File: config.mk
export PLATFORM = sky130hd
export DESIGN_NAME = serial_subtractor
export DESIGN_NICKNAME = d
export VERILOG_FILES = /design/src/rtl/serial_subtractor.sv
export SDC_FILE = /design/constraint.sdc
export NUM_CORES = 1
export LEC_CHECK = 0
export BUFFER_PORTS_ARGS = -buffer_cell sky130_fd_sc_hd__buf_2
export CELL_PAD_IN_SITES_DETAIL_PLACEMENT = 1
export CELL_PAD_IN_SITES_GLOBAL_PLACEMENT = 2
export CORE_ASPECT_RATIO = 1.5
export CORE_MARGIN = 2
export CORE_UTILIZATION = 30
export DETAILED_ROUTE_END_ITERATION = 12
export GPL_TIMING_DRIVEN = 0
export MAX_ROUTING_LAYER = met4
export PLACE_DENSITY_LB_ADDON = 0.2
export SLEW_MARGIN = 20
export SYNTH_ARGS = -nofsm -noshare
export SYNTH_HDL_FRONTEND = slang
export SYNTH_SLANG_ARGS = --single-unit
File: constraint.sdc
create_clock -name clk -period 1.45 [get_ports clk]
set_clock_uncertainty 0.2 [all_clocks]
set_input_delay 0.29 -clock clk [delete_from_list [all_inputs] [get_ports clk]]
set_output_delay 0.29 -clock clk [all_outputs]
set_load 0.1 [all_outputs]
File: src/rtl/serial_subtractor.sv
// serial_subtractor
//   Digit-serial subtractor: diff = (a - b - bin) mod 2^WIDTH, processed DIGIT
//   bits per clock, LSB first, with a single registered borrow between digits.
//   A start/busy/done handshake lets a controlling FSM launch one operation at
//   a time; results hold until the next operation finishes.
//
//   Optional feature macro: SERIAL_SUB_OVF_EN
//     defined   -> adds the ovf port (signed overflow of the last result)
//     undefined -> no ovf port and no sign-bit storage
module serial_subtractor #(
  parameter int WIDTH = 8,
  parameter int DIGIT = 1
) (
  input  logic             clk,
  input  logic             rst,
  input  logic             start,
  input  logic [WIDTH-1:0] a,
  input  logic [WIDTH-1:0] b,
  input  logic             bin,
  output logic             busy,
  output logic             done,
  output logic [WIDTH-1:0] diff,
  output logic             bout
`ifdef SERIAL_SUB_OVF_EN
  ,
  output logic             ovf
`endif
);

  // Number of digits per operation and the counter that walks them.
  localparam int N  = WIDTH / ((DIGIT > 0) ? DIGIT : 1);
  localparam int CW = (N > 1) ? $clog2(N) : 1;
  localparam logic [CW-1:0] LAST = CW'(N - 1);

  // Reject geometries where the operand does not split into whole digits.
  if (WIDTH < 1 || DIGIT < 1) begin : g_bad_size
    $error("serial_subtractor: WIDTH and DIGIT must both be >= 1");
  end else if (WIDTH % DIGIT != 0) begin : g_bad_digit
    $error("serial_subtractor: WIDTH must be a multiple of DIGIT");
  end

  typedef enum logic [1:0] {
    IDLE = 2'd0,
    RUN  = 2'd1,
    DONE = 2'd2
  } state_t;

  state_t state;
  state_t state_nxt;

  // Operand shift registers, partial-result register, borrow and digit count.
  logic [WIDTH-1:0] a_sh;
  logic [WIDTH-1:0] b_sh;
  logic [WIDTH-1:0] res_sh;
  logic             brw;
  logic [CW-1:0]    cnt;

  // One-digit subtract datapath.
  logic [DIGIT-1:0] a_dig;
  logic [DIGIT-1:0] b_dig;
  logic [DIGIT:0]   dig_full;
  logic [DIGIT-1:0] d_dig;
  logic             brw_nxt;
  logic [WIDTH-1:0] res_nxt;
  logic             last_dig;

  // ---------------------------------------------------------------------------
  // FSM
  // ---------------------------------------------------------------------------

  // State register; synchronous reset returns to IDLE and wins over start.
  always_ff @(posedge clk) begin
    // NOTE: sequential state uses <= so every register samples pre-edge values;
    // a blocking = here would make later reads in the same edge see new values.
    if (rst) state <= IDLE;
    else     state <= state_nxt;
  end

  // Next-state logic: IDLE -> RUN on start, RUN -> DONE on the last digit,
  // DONE -> IDLE unconditionally. start outside IDLE is ignored.
  always_comb begin
    // NOTE: default assignment first, so no path leaves state_nxt unassigned
    // and no latch is inferred.
    state_nxt = state;
    unique case (state)
      IDLE:    if (start)    state_nxt = RUN;
      RUN:     if (last_dig) state_nxt = DONE;
      DONE:                  state_nxt = IDLE;
      default:               state_nxt = IDLE;
    endcase
  end

  // Handshake outputs are pure decodes of the state register, so they are
  // glitch-free and line up exactly with the RUN and DONE cycles.
  always_comb begin
    busy = (state == RUN);
    done = (state == DONE);
  end

  // ---------------------------------------------------------------------------
  // Datapath
  // ---------------------------------------------------------------------------

  // Subtract the low digit of each operand with the stored borrow. The extra
  // MSB of the (DIGIT+1)-bit difference is the borrow out of this digit.
  always_comb begin
    a_dig    = a_sh[DIGIT-1:0];
    b_dig    = b_sh[DIGIT-1:0];
    dig_full = {1'b0, a_dig} - {1'b0, b_dig} - {{DIGIT{1'b0}}, brw};
    d_dig    = dig_full[DIGIT-1:0];
    brw_nxt  = dig_full[DIGIT];
    // The new digit enters at the top; after N digits the LSB digit has been
    // pushed all the way down and res_nxt is the complete difference.
    res_nxt  = WIDTH'({d_dig, res_sh} >> DIGIT);
  end

  assign last_dig = (cnt == LAST);

  // Capture operands on an accepted start, then shift one digit per RUN edge.
  // diff/bout update only on the final digit, so they hold the previous result
  // for the whole duration of a new operation.
  always_ff @(posedge clk) begin
    // NOTE: the shift registers are cleared on reset along with the control
    // state, so an aborted operation leaves no stale operand or borrow behind.
    if (rst) begin
      a_sh   <= '0;
      b_sh   <= '0;
      res_sh <= '0;
      brw    <= 1'b0;
      cnt    <= '0;
      diff   <= '0;
      bout   <= 1'b0;
    end else begin
      unique case (state)
        IDLE: begin
          if (start) begin
            a_sh <= a;
            b_sh <= b;
            brw  <= bin;
            cnt  <= '0;
          end
        end
        RUN: begin
          a_sh   <= a_sh >> DIGIT;
          b_sh   <= b_sh >> DIGIT;
          res_sh <= res_nxt;
          brw    <= brw_nxt;
          cnt    <= last_dig ? '0 : cnt + CW'(1);
          if (last_dig) begin
            diff <= res_nxt;
            bout <= brw_nxt;
          end
        end
        default: ;
      endcase
    end
  end

`ifdef SERIAL_SUB_OVF_EN
  // The operand sign bits are shifted out of a_sh/b_sh during RUN, so they are
  // kept separately for the overflow decision made on the final digit.
  logic a_sgn;
  logic b_sgn;

  // Retain sign bits on start; register ovf on the same edge as diff.
  always_ff @(posedge clk) begin
    if (rst) begin
      a_sgn <= 1'b0;
      b_sgn <= 1'b0;
      ovf   <= 1'b0;
    end else if (state == IDLE && start) begin
      a_sgn <= a[WIDTH-1];
      b_sgn <= b[WIDTH-1];
    end else if (state == RUN && last_dig) begin
      ovf <= (a_sgn != b_sgn) && (res_nxt[WIDTH-1] != a_sgn);
    end
  end
`else
  // Without the overflow flag no sign information needs to be kept.
`endif

endmodule
==> out/summary.md <==
From left edge to right edge, the die measures 65.04 um. The run gives 0 as the reported max-cap violation count. Clock latency on the worst-skew pair, taken at its later pin, is 0.29 ns. The pre-antenna-repair detailed-routing pass consisted of 4 iterations.

The average detailed-routed wire length per instance is 15.22 um. Leakage dissipation: 0.0009304 uW. The path category of the worst min-delay check was in -> reg. The run gives 6215 um2 as the floorplan die area. The cell family contributing the most delay on the critical path was flip-flops.

The number of nets at the end of the flow came out at 236. The setup path with the least slack is of type reg -> out. Summing internal, switching and leakage power gives 2246 uW. The share of Yosys cell area claimed by the top area cell type was 45.37%.

The detail route stage leaves a number of antenna-violating nets equal to 0. The tools report the number of slew-limit violations in the final report as 0. After floorplanning, the core was divided into 33 placement rows. The portion of the clock cycle consumed by the worst path in the final layout is 108.9%, and the fraction of the yosys area taken by sequential cells is 45.37%. Of the cells placed in the final design, the portion with a size suffix greater than 1 is 55.14%. The tools report the area of the placeable core as 5450 um2. Counting every net in the synthesized netlist gives 191. Buffers placed on the I/O ports in this run total 29. The worst hold slack was 0.05744 ns. In this run the tightest slew margin relative to its limit is 52.33%. The initial antenna violation count is 0.

TritonCTS built the clock tree. For this run, the number of Yosys warnings is 0. The post-route minimum period was 1.578 ns; the maximum buffer depth of the clock tree was 2. Setup violations remaining at the end of the flow were counted as 11. The tools report the TritonCTS sink count as 38. For the number of clock buffers inserted by TritonCTS, the log shows 5. The number of endpoints with negative hold slack in the final report was 0; the via count of the first global-routing pass was 1446. The checks that failed: setup timing.

The number of hold buffers added after CTS was 0. Yosys mapped the design onto 25 distinct sky130hd cell types. Synthesis inferred 38 register bits. Traced cell by cell, the critical path runs through buf_12, nor2b_4, buf_12. Ranked by total cell area, the synthesized netlist is headed by dfxtp_1 45%, a211oi_2 13%, mux2i_1 9.6%. Critical path launch point type: a register. The DRC violation count after routing is 0.

By instance count, the cell type seen most on the critical path is buf_12. The number of placed instances, taps included, is 267. The total power divided by cell area was 964.0 nW/um2.

The biggest area contributor in the post-synthesis netlist is dfxtp_1. After global routing the overflow that remains totals 0. The run finished, with violations left. The actual transition at the worst max-transition pin was 0.7151 ns. The detailed-route vias per instance works out to 4.764.

OpenSTA, run right after detailed placement, puts the worst setup slack at -0.2998 ns. Synthesis produced a netlist whose cell count is 168. Maximum fanout along the worst path: 4. The worst setup path is captured at an output pin.

The clock transition time at the flip-flop clock pins of the worst setup and hold paths is 0.07 ns, and the mean post-synth cell area is 9.980 um2. Number of top-level pins: 31. For the upper clock frequency limit, the log shows 633.5 MHz. The cell with the largest stage delay on the worst path was dfxtp_4. Entering global routing, the biggest net connects 12 pins. For the data required time of the critical path, the log shows 0.96 ns. The tools report the synthesized cell area as 1677 um2.

The finished layout holds 284 standard cells, fillers aside. Setup slack on the worst reg-to-reg path comes out at -0.11 ns. The overall via count from detail_route was 1353; the wire length reported by the detailed router was 4322 um. The clock tree synthesis step divided the H-tree into 2 levels. Data on the critical path arrives at its endpoint at 1.09 ns. IR analysis of the VDD net gives a maximum drop of 0.0004736 V. The first global-routing pass estimated 6975 um of wire.

The final critical-path setup slack was -0.1284 ns. For the antenna diode count, the log shows 0. The detailed router finished its first iteration with 47 violations. Global routing consumed, over all layers together, 15.58% of the routing resources.

Setup repair after global routing could not meet its margin everywhere. The die is 95.56 um tall. The initial utilization of the core area, before any placement, comes to 30.76%. In this design, the stage delay of the slowest critical-path cell is 0.37 ns. Detailed placement HPWL: 2883 um.

The worst path buffer plus inverter count was 2; the growth of design area from synthesis to finish was 38.95%. The root buffer cell chosen for the clock tree is clkbuf_8. Routability-driven placement finished with a final weighted congestion of 0.7132.
-- where the power goes --
| group | internal [uW] | total [uW] | switching [uW] |
|---|---|---|---|
| clock | 384 | 753 | 369 |
| combinational | 172 | 361 | 189 |
| sequential | 1090 | 1130 | 42.9 |
| total | 1640 | 2250 | 601 |
-- final cells by class --
type | count | area, um2
fillers | 629 | 3120
multi-input cells | 115 | 973.4
flip-flops and latches | 38 | 777.0
repair buffers | 40 | 287.8
plain buffers | 10 | 96.34
well taps | 70 | 87.58
clock buffers | 7 | 86.33
inverters | 3 | 16.27
clock inverters | 1 | 5.005
-- cell usage in the layout (no fill, tap or decap), types with 8 or more instances in the layout --
master	Yosys	layout
nor2_1	24	12
buf_4	4	18
mux2i_1	16	14
buf_2	1	19
nor2_2	0	11
nand2_1	28	20
dfxtp_1	38	33
a211oi_2	17	17
a21oi_2	0	8
-- stage by stage --
stage | setup TNS, ns | instance area [um2] | utilization (%)
3_5_place_dp | -0.8639 | 1943 | 35.65
6_report | -0.8821 | 2330 | 42.75
5_1_grt | -1.377 | 2330 | 42.75
3_3_place_gp | -0.4558 | 1943 | 35.65
2_1_floorplan | -0.08633 | 1710 | -
4_1_cts | -0.6532 | 2258 | 41.44
-- worst paths after layout --
path | start | end | cells past startpoint
worst min-delay path | b[7] | b_sh[7] | 3
worst max register to register | cnt[1] | diff[7] | 6
worst max-delay path | state[0] | done | 3
worst min register to register | res_sh[1] | diff[0] | 2
-- worst min-delay path: stages --
cell	delay [ns]
buf_2	0.08
a22oi_1	0.05
nor2_1	0.08
-- synthesized netlist by cell type, drive strengths merged --
master	n
o21ba	1
o21bai	1
nor2b	1
nand3b	1
inv	3
nor3	1
a211oi	17
nand2b	1
and3b	1
ha	2
nor3b	1
clkbuf	2
a22oi	5
buf	10
a21oi	14
fa	1
dfxtp	38
nor2	24
nand2	28
mux2i	16
-- metal layers --
metal	track usage (%)	up-vias	routed length, um
met2	29.30	26	2492
met5	-	-	0
met1	14.92	657	1610
met4	7.465	0	87
li1	-	664	-
met3	3.306	6	131
-- timing repair --
action | 4_1_cts | 5_1_grt
pin swaps | 8 | 5
buffers inserted | 6 | 4
gates cloned | 1 | 0
endpoints found under the hold margin | 0 | 0
setup endpoints to repair | 22 | 31
gates resized for setup | 57 | 18
-- sequential cells by signal, summed over array words and instances (netlist names) --
signal and flops:
a_sh 8, b_sh 8, diff 8, res_sh 7, cnt 3, state 2
bout 1, brw 1
-- cell families (layout without fill, tap and decap cells) --
kind of cell               count (synthesis)  in the layout  share of synthesized area (%)
AOI/OAI and AO/OA                         38             38                          21.49
DFF                                       38             38                          45.37
adders and majority gates                  3              3                          2.686
buffers and inverters                     15             61                          6.119
and+or+nand+nor                           58             58                          14.78
muxes                                     16             16                          9.552
(Power assumes the default switching activity.)
